`src/rtl/fwd_ctrl_if.sv`:
```
// ID-stage handshake between the decode stage and the forwarding/hazard controller.
// The master drives the instruction in ID; the controller answers with stall and EX selects.
interface fwd_ctrl_if #(
    parameter int AW = 3
);
    logic          id_valid;
    logic [AW-1:0] id_rs;
    logic [AW-1:0] id_rt;
    logic [AW-1:0] id_rd;
    logic          id_we;
    logic          id_ld;
    logic          flush;
    logic          stall;
    logic [1:0]    ex_sel_a;
    logic [1:0]    ex_sel_b;
    logic          ex_valid;

    modport master (
        output id_valid, id_rs, id_rt, id_rd, id_we, id_ld, flush,
        input  stall, ex_sel_a, ex_sel_b, ex_valid
    );

    modport slave (
        input  id_valid, id_rs, id_rt, id_rd, id_we, id_ld, flush,
        output stall, ex_sel_a, ex_sel_b, ex_valid
    );
endinterface

```
`src/rtl/fwd_ctrl.sv`:
```
// Forwarding and load-use hazard controller: tracks EX/MEM destinations and produces
// registered EX operand mux selects (0 = regfile, 1 = EX/MEM, 2 = MEM/WB) plus a load-use stall.
module fwd_ctrl #(
    parameter int AW = 3
) (
    input  logic       clk,
    input  logic       rst,
    fwd_ctrl_if.slave  bus
);

    localparam logic [1:0] SEL_RF  = 2'd0;
    localparam logic [1:0] SEL_EX  = 2'd1;
    localparam logic [1:0] SEL_MEM = 2'd2;

    logic          ex_valid_q,  ex_valid_d;
    logic [AW-1:0] ex_rd_q,     ex_rd_d;
    logic          ex_we_q,     ex_we_d;
    logic          ex_ld_q,     ex_ld_d;
    logic          mem_valid_q, mem_valid_d;
    logic [AW-1:0] mem_rd_q,    mem_rd_d;
    logic          mem_we_q,    mem_we_d;
    logic [1:0]    sel_a_q,     sel_a_d;
    logic [1:0]    sel_b_q,     sel_b_d;

    logic ex_wr;
    logic mem_wr;
    logic stall_c;

    // Youngest producer wins; register 0 never forwards because writers exclude rd 0.
    function automatic logic [1:0] pick_sel(
        input logic [AW-1:0] src,
        input logic          ex_w,
        input logic [AW-1:0] ex_rd,
        input logic          mem_w,
        input logic [AW-1:0] mem_rd
    );
        if (ex_w && (ex_rd == src))
            return SEL_EX;
        else if (mem_w && (mem_rd == src))
            return SEL_MEM;
        else
            return SEL_RF;
    endfunction

    always_comb begin
        ex_wr   = ex_valid_q && ex_we_q && (ex_rd_q != '0);
        mem_wr  = mem_valid_q && mem_we_q && (mem_rd_q != '0);
        stall_c = bus.id_valid && !bus.flush && ex_wr && ex_ld_q &&
                  ((ex_rd_q == bus.id_rs) || (ex_rd_q == bus.id_rt));

        mem_valid_d = ex_valid_q;
        mem_rd_d    = ex_rd_q;
        mem_we_d    = ex_we_q;

        if (bus.flush || stall_c || !bus.id_valid) begin
            ex_valid_d = 1'b0;
            ex_rd_d    = '0;
            ex_we_d    = 1'b0;
            ex_ld_d    = 1'b0;
            sel_a_d    = SEL_RF;
            sel_b_d    = SEL_RF;
        end else begin
            ex_valid_d = 1'b1;
            ex_rd_d    = bus.id_rd;
            ex_we_d    = bus.id_we;
            ex_ld_d    = bus.id_ld;
            sel_a_d    = pick_sel(bus.id_rs, ex_wr, ex_rd_q, mem_wr, mem_rd_q);
            sel_b_d    = pick_sel(bus.id_rt, ex_wr, ex_rd_q, mem_wr, mem_rd_q);
        end
    end

    always_ff @(posedge clk) begin
        if (rst) begin
            ex_valid_q  <= 1'b0;
            ex_rd_q     <= '0;
            ex_we_q     <= 1'b0;
            ex_ld_q     <= 1'b0;
            mem_valid_q <= 1'b0;
            mem_rd_q    <= '0;
            mem_we_q    <= 1'b0;
            sel_a_q     <= SEL_RF;
            sel_b_q     <= SEL_RF;
        end else begin
            ex_valid_q  <= ex_valid_d;
            ex_rd_q     <= ex_rd_d;
            ex_we_q     <= ex_we_d;
            ex_ld_q     <= ex_ld_d;
            mem_valid_q <= mem_valid_d;
            mem_rd_q    <= mem_rd_d;
            mem_we_q    <= mem_we_d;
            sel_a_q     <= sel_a_d;
            sel_b_q     <= sel_b_d;
        end
    end

    assign bus.stall    = stall_c;
    assign bus.ex_sel_a = sel_a_q;
    assign bus.ex_sel_b = sel_b_q;
    assign bus.ex_valid = ex_valid_q;

endmodule

```
`src/flat_wrapper.sv`:
```
// flat-port wrapper written by rule: the top's interface ports become plain ports
module fwd_ctrl_flat 
#(
    parameter int AW = 3
)
  (clk, rst, bus_id_valid, bus_id_rs, bus_id_rt, bus_id_rd, bus_id_we, bus_id_ld, bus_flush, bus_stall, bus_ex_sel_a, bus_ex_sel_b, bus_ex_valid);
  fwd_ctrl_if #(.AW(AW)) bus_i ();
  input  logic clk;
  input  logic rst;
  input wire logic [$bits(bus_i.id_valid)-1:0] bus_id_valid;
  input wire logic [$bits(bus_i.id_rs)-1:0] bus_id_rs;
  input wire logic [$bits(bus_i.id_rt)-1:0] bus_id_rt;
  input wire logic [$bits(bus_i.id_rd)-1:0] bus_id_rd;
  input wire logic [$bits(bus_i.id_we)-1:0] bus_id_we;
  input wire logic [$bits(bus_i.id_ld)-1:0] bus_id_ld;
  input wire logic [$bits(bus_i.flush)-1:0] bus_flush;
  output wire logic [$bits(bus_i.stall)-1:0] bus_stall;
  output wire logic [$bits(bus_i.ex_sel_a)-1:0] bus_ex_sel_a;
  output wire logic [$bits(bus_i.ex_sel_b)-1:0] bus_ex_sel_b;
  output wire logic [$bits(bus_i.ex_valid)-1:0] bus_ex_valid;
  assign bus_i.id_valid = bus_id_valid;
  assign bus_i.id_rs = bus_id_rs;
  assign bus_i.id_rt = bus_id_rt;
  assign bus_i.id_rd = bus_id_rd;
  assign bus_i.id_we = bus_id_we;
  assign bus_i.id_ld = bus_id_ld;
  assign bus_i.flush = bus_flush;
  assign bus_stall = bus_i.stall;
  assign bus_ex_sel_a = bus_i.ex_sel_a;
  assign bus_ex_sel_b = bus_i.ex_sel_b;
  assign bus_ex_valid = bus_i.ex_valid;
  fwd_ctrl #(.AW(AW)) u_core (.clk(clk), .rst(rst), .bus(bus_i));
endmodule
```
`config.mk`:
```
export PLATFORM = sky130hd
export DESIGN_NAME = fwd_ctrl_flat
export DESIGN_NICKNAME = d
export VERILOG_FILES = /design/src/rtl/fwd_ctrl_if.sv /design/src/rtl/fwd_ctrl.sv /design/src/flat_wrapper.sv
export SDC_FILE = /design/constraint.sdc
export NUM_CORES = 1
export LEC_CHECK = 0
export BUFFER_PORTS_ARGS = -buffer_cell sky130_fd_sc_hd__buf_4
export CORE_AREA = 2 2 39 41
export DETAILED_ROUTE_END_ITERATION = 6
export DIE_AREA = 0 0 41 43
export GPL_ROUTABILITY_DRIVEN = 0
export PLACE_DENSITY = 0.76
export SYNTH_ARGS = -nofsm -noshare
export SYNTH_HDL_FRONTEND = slang
export SYNTH_SLANG_ARGS = --single-unit
```
`constraint.sdc`:
```
create_clock -name clk -period 3.9 [get_ports clk]
set_input_delay 0.39 -clock clk [delete_from_list [all_inputs] [get_ports clk]]
set_output_delay 0.39 -clock clk [all_outputs]
set_load 0.02 [all_outputs]
```
After elaboration in Yosys (flattened, before gate mapping). Cells that the tools add are included.

Input port bits: 15. Bits in registers: 15. Word-level logic and storage cells: 42. Output and inout bits: 6.

Muxes and demuxes: 5. Reduce and logical (&&, ||, !) cells: 22. Eq/ne operators: 4.

Operator list (count): $eq 3x3->1 (4); $logic_and 1x1->1 (12); $reduce_bool 3->1 (2); $reduce_or 3->1 (2); $mux 2 (2); $logic_or 1x1->1 (3); $mux 1 (3); $logic_not 1->1 (2); $reduce_or 2->1 (1).

Depth between registers and ports, before layout. Gate-level depths: netlist of the first run.

Depth after elaboration: 8. Depth in mapped cells: 4. Gate-level depth less buffers: 4.

Least setup slack after synthesis of the first run. OpenSTA, ideal clock, no wires.

Path kind: flip-flop to output port. From: reg u_core.ex_rd_q[0]. To: out bus_stall. Arrival: 1.349 ns. Path slack: 2.161 ns. Cell stages (with the launch flop): 5. Cell sequence: dfxtp_1 > xnor2_2 > nand3_2 > a211oi_4 > and3b_1.

Cells in the longest elaborated chain, start to end: 5. Elaborated cells on any way between the ends: 8.

Ends and longest elaborated chain: from (decl) (RTL line fwd_ctrl.sv:16) `logic [AW-1:0] ex_rd_q, ex_rd_d;`; from (signal assigned) (RTL line fwd_ctrl.sv:85) `ex_rd_q <= ex_rd_d;`; $reduce_bool 3->1 (RTL line fwd_ctrl.sv:46) `ex_wr = ex_valid_q && ex_we_q && (ex_rd_q != '0);`; $logic_and 1x1->1 (RTL line fwd_ctrl.sv:46); $logic_and 1x1->1 (2 in series) (RTL line fwd_ctrl.sv:48) `stall_c = bus.id_valid && !bus.flush && ex_wr && ex_ld_q &&`; $logic_and 1x1->1 (*) (RTL line fwd_ctrl.sv:48); to (decl) (RTL line flat_wrapper.sv:17) `output wire logic [$bits(bus_i.stall)-1:0] bus_stall;`.

Mark *: on every way between the ends. The rest lies on a longest branch, timed or not.

Final worst setup path of the first run.
From: reg u_core.ex_rd_q[2]. To: out bus_stall.

The elaborated chain is that of the path after synthesis.

==> metrics, run 1 <==
Worst Setup End Kind primary output; TritonCTS clock tree built; max-cap viol count 0; Max clock buf depth 2; Slew Limit Fails 0; Initial Util 45.7%; die width 41 um; R2R depth 4; Filler Cell Count 131; top cells by area, synth dfxtp_1 48%, xor2_1 8.3%, xnor2_1 5.5%; initial antenna violation count 0; yosys warns 0; Syn Area/Cell 10.5 um2; Yosys reg bits 15; Crit Path Category reg -> out; Netlist cell types 18; post-route cell area 828 um2; layout cells sized above 1 35.7%; FMAX 455 MHz; Non-Filler Instances 100; Synth top cells by count 15 x dfxtp_1, 6 x nor2_1, 6 x xor2_1; final core occ 59.9%; port bufs 20; Place WS 1890 ps; DR vias/cell 4.87; Placed Instances 96; # DRC 0; slew of the pin with the lowest slew margin 489 ps; pin count of the biggest net entering global routing 10; die height 43 um; met3 routed WL 63 um; CTS buffer count 3; Cells on Worst Hold Path 2; 1st-iter DRT viols 2; worst min path class in -> reg; Setup TNS Final 0 ps; Syn Inst Count 60; via count 487; Final Setup Violations 0; VDD IR max 0.148 mV; Antenna Cells 0; Core Area 0.00138 mm2; Final Total Pwr 0.270 mW; most common cell in the netlist dfxtp_1; met2 WL 525 um; outcome finished clean; Rows 14; asr flop ratio synth 0%; fin worst setup slack 1700 ps; Critical Path RT 3510 ps; number of flops mapped to enable cells by yosys 0; Max-Slew Margin vs Limit 67.4%; nets 100; first-pass GRT wire length 1680 um; DR pass1 iterations 4; leading area contributor after synthesis dfxtp_1; H-tree depth 1; syn nets 75; global-route usage over all layers 14.3%; CP arrival 1810 ps; # IOs 21; CP max FO 9; number of global-route vias before repair 451; final worst path period share 56.4%; Seq/Total Area, Yosys 47.5%; Routed WL per cell 10.5 um; Post-Route WL 1050 um; CTS resizes 0; highest metal used met4; P per Cell Area 326 mW/mm2; Placed Area 802 um2; Hold Worst Slack 332 ps; startpoint types register; Routed met1 length 458 um; antenna viol nets, final 0; RSZ-0062 raised after global routing false; hold buffers post-CTS 0; DIE AREA 0.00176 mm2; final clock skew 0.738 ps; post-synth top area share 47.5%; post-synthesis instance area 632 um2; Worst-path clk slew 80 ps; GR Overflow Total 0; CTS root buf clkbuf_4; ys flop type dfxtp_1; post-CTS setup buffers 0; post-layout min period 2200 ps; area added between synthesis and finish 31.1%; later-pin clock latency in the skew report 270 ps; CTS sink cnt 15; static leakage 0.346 nW; DP HPWL 881 um; Fin. Hold Viols 0
==> critical path, stage by stage, from the launching register on <==
cell	delay (ps)
dfxtp_1	470
xnor2_2	160
nand3_2	140
a211oi_4	430
and3b_1	210
buf_4	130
==> cell families (layout without fill, tap and decap cells) <==
kind of cell | Yosys count | after routing | share of synthesized area, %
buffers and inverters | 1 | 25 | 0.593
DFF | 15 | 15 | 47.5
xor gates and xnor gates | 12 | 12 | 19.0
AOI/OAI and AO/OA | 5 | 5 | 8.71
and+or+nand+nor | 27 | 27 | 24.2
==> path summary, 6_finish.rpt <==
kind                     start                      to  slack, ps
max reg2reg  u_core.ex_rd_q[2]  u_core.bus.ex_sel_b[1]       2470
max          u_core.ex_rd_q[2]               bus_stall       1700
min reg2reg     u_core.ex_ld_q  u_core.bus.ex_sel_a[0]        460
min                        rst      u_core.mem_rd_q[2]        330
==> layout by cell type (no fill, tap or decap) <==
cell type   n
nor2b_1     5
xor2_1      6
nor2_1      6
and3b_1     1
a211oi_4    1
nand3_2     2
inv_1       1
o21ai_0     2
nand2_1     5
clkbuf_4    3
nor3_1      2
nor3b_1     1
or3b_2      1
dfxtp_1    15
buf_4      20
nor4_1      4
clkbuf_1    1
xnor2_1     4
o311ai_2    1
o311ai_0    1
xnor2_2     2
==> layer usage <==
layer	GRT usage [%]	up-vias
met4	8.00	0
met3	3.14	2
li1	-	253
met1	16.6	216
met2	22.8	16
met5	0	-
==> state kept, by name (all words and copies together) (netlist names) <==
name and count:
u_core.mem_we_q 1, u_core.ex_ld_q 1, u_core.bus.ex_sel_b 2, u_core.ex_we_q 1, u_core.bus.ex_sel_a 2, u_core.mem_valid_q 1
u_core.mem_rd_q 3, u_core.bus.ex_valid 1, u_core.ex_rd_q 3
==> report_power, final <==
part / internal [mW] / leakage, nW / switching, mW
Combinational: 0.0179 / 0.209 / 0.0129
Clock: 0.0395 / 0.0150 / 0.0414
Sequential: 0.156 / 0.122 / 0.00288
Total: 0.213 / 0.346 / 0.0572
==> layout make-up <==
cell class	instances	area, um2	area share, %
inverters	1	3.75	0.453
repair buffers	20	150	18.1
well taps	16	20.0	2.42
clock buffers	4	26.3	3.17
flip-flops and latches	15	300	36.3
multi-input cells	44	328	39.6
(Power assumes the default switching activity.)
==> inputs of run 2 (changes only) <==
--- a/config.mk
+++ b/config.mk
@@ -5,12 +5,13 @@
 export SDC_FILE = /design/constraint.sdc
 export NUM_CORES = 1
 export LEC_CHECK = 0
+export ABC_AREA = 1
 export BUFFER_PORTS_ARGS = -buffer_cell sky130_fd_sc_hd__buf_4
-export CORE_AREA = 2 2 39 41
+export CORE_MARGIN = 2
+export CORE_UTILIZATION = 47
 export DETAILED_ROUTE_END_ITERATION = 6
-export DIE_AREA = 0 0 41 43
 export GPL_ROUTABILITY_DRIVEN = 0
-export PLACE_DENSITY = 0.76
+export PLACE_DENSITY = 0.74
 export SYNTH_ARGS = -nofsm -noshare
 export SYNTH_HDL_FRONTEND = slang
 export SYNTH_SLANG_ARGS = --single-unit
==> constraint.sdc (replaced) <==
create_clock -name clk -period 2.05 [get_ports clk]
set_input_delay 0.205 -clock clk [delete_from_list [all_inputs] [get_ports clk]]
set_output_delay 0.205 -clock clk [all_outputs]
set_load 0.02 [all_outputs]
==> run 2 against run 1 <==
  * Wire length up 21%
  * Via count up 25%
  * Largest power group unchanged
  * Critical path type unchanged
  * Sequential power rose by 89%
  * Utilization is 6.1 points higher
  * Synthesized cell count rose by 63%
  * Sequential share of layout area fell by 1.7 points
  * Worst setup slack got worse by 1200 ps
  * Area after synthesis rose by 6.5%
  * Clock power is 110% higher
  * Clock-buffer cell count did not move
  * Cell area up 4.8%
  * Power grew 96%
==> metrics, run 2 <==
outcome finished clean (unchanged); Final Setup Violations 0 (unchanged); Max clock buf depth 2 (unchanged); Yosys reg bits 15 (unchanged); final worst path period share 75.2%; layout cells sized above 1 23.0% (was 35.7%); Seq/Total Area, Yosys 44.6% (was 47.5%); Synth Area in Adders 0% (unchanged); startpoint types register (unchanged); RSZ-0062 raised after global routing false (unchanged); initial antenna violation count 0 (unchanged); Syn Inst Count 98 (was 60); leading area contributor after synthesis dfxtp_1 (unchanged); CTS root buf clkbuf_4 (unchanged); nets 138 (was 100); number of global-route vias before repair 589 (was 451); commonest non-fill, non-tap cell in the layout nand2_1 (was buf_4); first-pass GRT wire length 2290 um (was 1680 um); worst min path class in -> reg (unchanged); Worst Setup End Kind primary output (unchanged); CP arrival 1340 ps (was 1810 ps); P per Cell Area 610 mW/mm2 (was 326 mW/mm2); VDD IR max 0.473 mV (was 0.148 mV); CP max FO 4 (was 9); area added between synthesis and finish 29.0% (was 31.1%); static leakage 0.429 nW (was 0.346 nW); Initial Util 51.1% (was 45.7%); DR vias/cell 4.44 (was 4.87); slew of the pin with the lowest slew margin 202 ps (was 489 ps); DR pass1 iterations 4 (unchanged); port bufs 20 (unchanged); max-cap viol count 0 (unchanged); number of flops mapped to enable cells by yosys 0 (unchanged); GR Overflow Total 0 (unchanged); FMAX 649 MHz; Post-Route WL 1280 um (was 1050 um); Slew Limit Fails 0 (unchanged); Worst-path clk slew 80 ps (about the same); Synth Area in Compound Gates 2.04% (was 8.71%); post-synth top area share 44.6% (was 47.5%); most frequent cells in the layout 25 x nand2_1, 21 x inv_1, 20 x buf_4, 19 x nor2_1, 15 x dfxtp_1 (was 20 x buf_4, 15 x dfxtp_1, 6 x nor2_1, 6 x xor2_1); post-synthesis instance area 673 um2 (was 632 um2); syn nets 113 (was 75); # DRC 0 (unchanged); area of the multi-input gates 294 um2 (was 328 um2); CTS buffer count 3 (unchanged); DP HPWL 1050 um (was 881 um); post-CTS setup buffers 0 (unchanged); die width 41.8 um (was 41 um); Rows 13 (was 14); hold buffers post-CTS 0 (unchanged); 1st-iter DRT viols 6 (was 2); antenna viol nets, final 0 (unchanged); via count 608 (was 487); most common cell in the netlist nand2_1 (was dfxtp_1); yosys warns 0 (unchanged); Routed WL per cell 9.32 um (was 10.5 um); top cells by area, synth dfxtp_1 45%, nand2_1 14%, inv_1 12% (was dfxtp_1 48%, xor2_1 8.3%, xnor2_1 5.5%); Core Area 0.00132 mm2 (was 0.00138 mm2); Setup TNS Final 0 ps (unchanged); Final Total Pwr 0.530 mW (was 0.270 mW); ys flop type dfxtp_1 (unchanged); TritonCTS clock tree built (unchanged); Crit Path Category reg -> out (unchanged); Syn Area/Cell 6.87 um2 (was 10.5 um2); post-synthesis mux area share 0% (unchanged); Critical Path RT 1850 ps (was 3510 ps); H-tree depth 1 (unchanged); CTS sink cnt 15 (unchanged); FF/Latch Area 300 um2 (unchanged); Filler Cell Count 134 (was 131); post-layout min period 1540 ps; DIE AREA 0.00175 mm2 (was 0.00176 mm2); post-synthesis simple-gate area fraction 33.8% (was 24.2%); # IOs 21 (unchanged); later-pin clock latency in the skew report 290 ps (was 270 ps); die height 41.8 um (was 43 um); asr flop ratio synth 0% (unchanged); Antenna Cells 0 (unchanged); Synth top cells by count 25 x nand2_1, 21 x inv_1, 19 x nor2_1 (was 15 x dfxtp_1, 6 x nor2_1, 6 x xor2_1); CTS resizes 0 (unchanged); Fin. Hold Viols 0 (unchanged); Netlist cell types 13 (was 18); Top Registers u_core.ex_rd_q: 3 flops, u_core.mem_rd_q: 3 flops (unchanged); Max-Slew Margin vs Limit 86.4% (was 67.4%); largest family of logic cells by synthesized area simple AND/OR/NAND/NOR gates (unchanged); post-synthesis xor/xnor area fraction 7.81% (was 19.0%); pin count of the biggest net entering global routing 11 (was 10); final clock skew 5.00 ps (was 0.738 ps); global-route usage over all layers 17.4% (was 14.3%)
==> run 2: changes by cell type in the layout (fill, tap and decap cells not counted), moves of 2 or more <==
cell     previous run  this run
inv_1               1        21
nand2_1             5        25
nor2_1              6        19
nor2b_1             5         0
xor2_1              6         1
nand3_1             0         4
nor4_1              4         0
nand3_2             2         0
nand4_1             0         2
nor2_2              0         2
nor3_1              2         0
o21ai_0             2         0
xnor2_2             2         0
==> run 2: worst max-delay path: stages (launching register included) <==
cell	delay, ps
dfxtp_1	390
nor2_1	80
a21oi_2	160
inv_1	70
nor2_2	90
nand2_2	80
inv_1	50
buf_4	130
==> run 2: final timing paths <==
| kind | start | end | slack (ps) | depth (start not counted) |
|---|---|---|---|---|
| setup / recovery | u_core.ex_rd_q[0] | bus_stall | 510 | 7 |
| hold / removal | rst | u_core.mem_we_q | 110 | 2 |
| setup reg to reg | u_core.ex_rd_q[0] | u_core.ex_rd_q[2] | 900 | 7 |
| hold reg to reg | u_core.ex_we_q | u_core.mem_we_q | 420 | 2 |
==> run 2: metrics by stage <==
| step | hold WS [ps] | cell area (um2) | cells | setup WS, ps | utilization [%] |
|---|---|---|---|---|---|
| floorplan | 276 | 673 | 98 | 820 | - |
| global placement | 409 | 842 | 133 | 856 | 63.9 |
| detailed placement | 412 | 842 | 133 | 833 | 63.9 |
| CTS | 115 | 868 | 137 | 516 | 65.9 |
| global route | 116 | 868 | 137 | 372 | 65.9 |
| finish | 111 | 868 | 137 | 509 | 65.9 |
==> run 2: final cells by class <==
type	instances	share of cell area, %
Clock buffer	4	3.03
Multi-Input combinational cell	62	33.9
Tap cell	15	2.16
Timing Repair Buffer	20	17.3
Sequential cell	15	34.6
Inverter	21	9.08
==> run 2: metal layers <==
layer	share of wire (%)	vias to the layer above	GRT usage [%]
li1	-	331	-
met1	43	252	19.4
met2	47	19	29.1
met3	8.0	6	5.22
met4	2.5	0	10.3
met5	0	-	0
==> run 2: power breakdown <==
| group | switching, mW | leakage, nW | total, mW | internal [mW] |
|---|---|---|---|---|
| logic | 0.0303 | 0.293 | 0.0625 | 0.0322 |
| registers | 0.00366 | 0.122 | 0.300 | 0.296 |
| clock network | 0.0916 | 0.0150 | 0.167 | 0.0758 |
| total | 0.126 | 0.429 | 0.530 | 0.404 |
==> run 2: cells by family after synthesis <==
kind of cell / after synthesis
simple gates: 54
flops: 15
xor+xnor: 6
buf+inv: 21
compound gates: 2
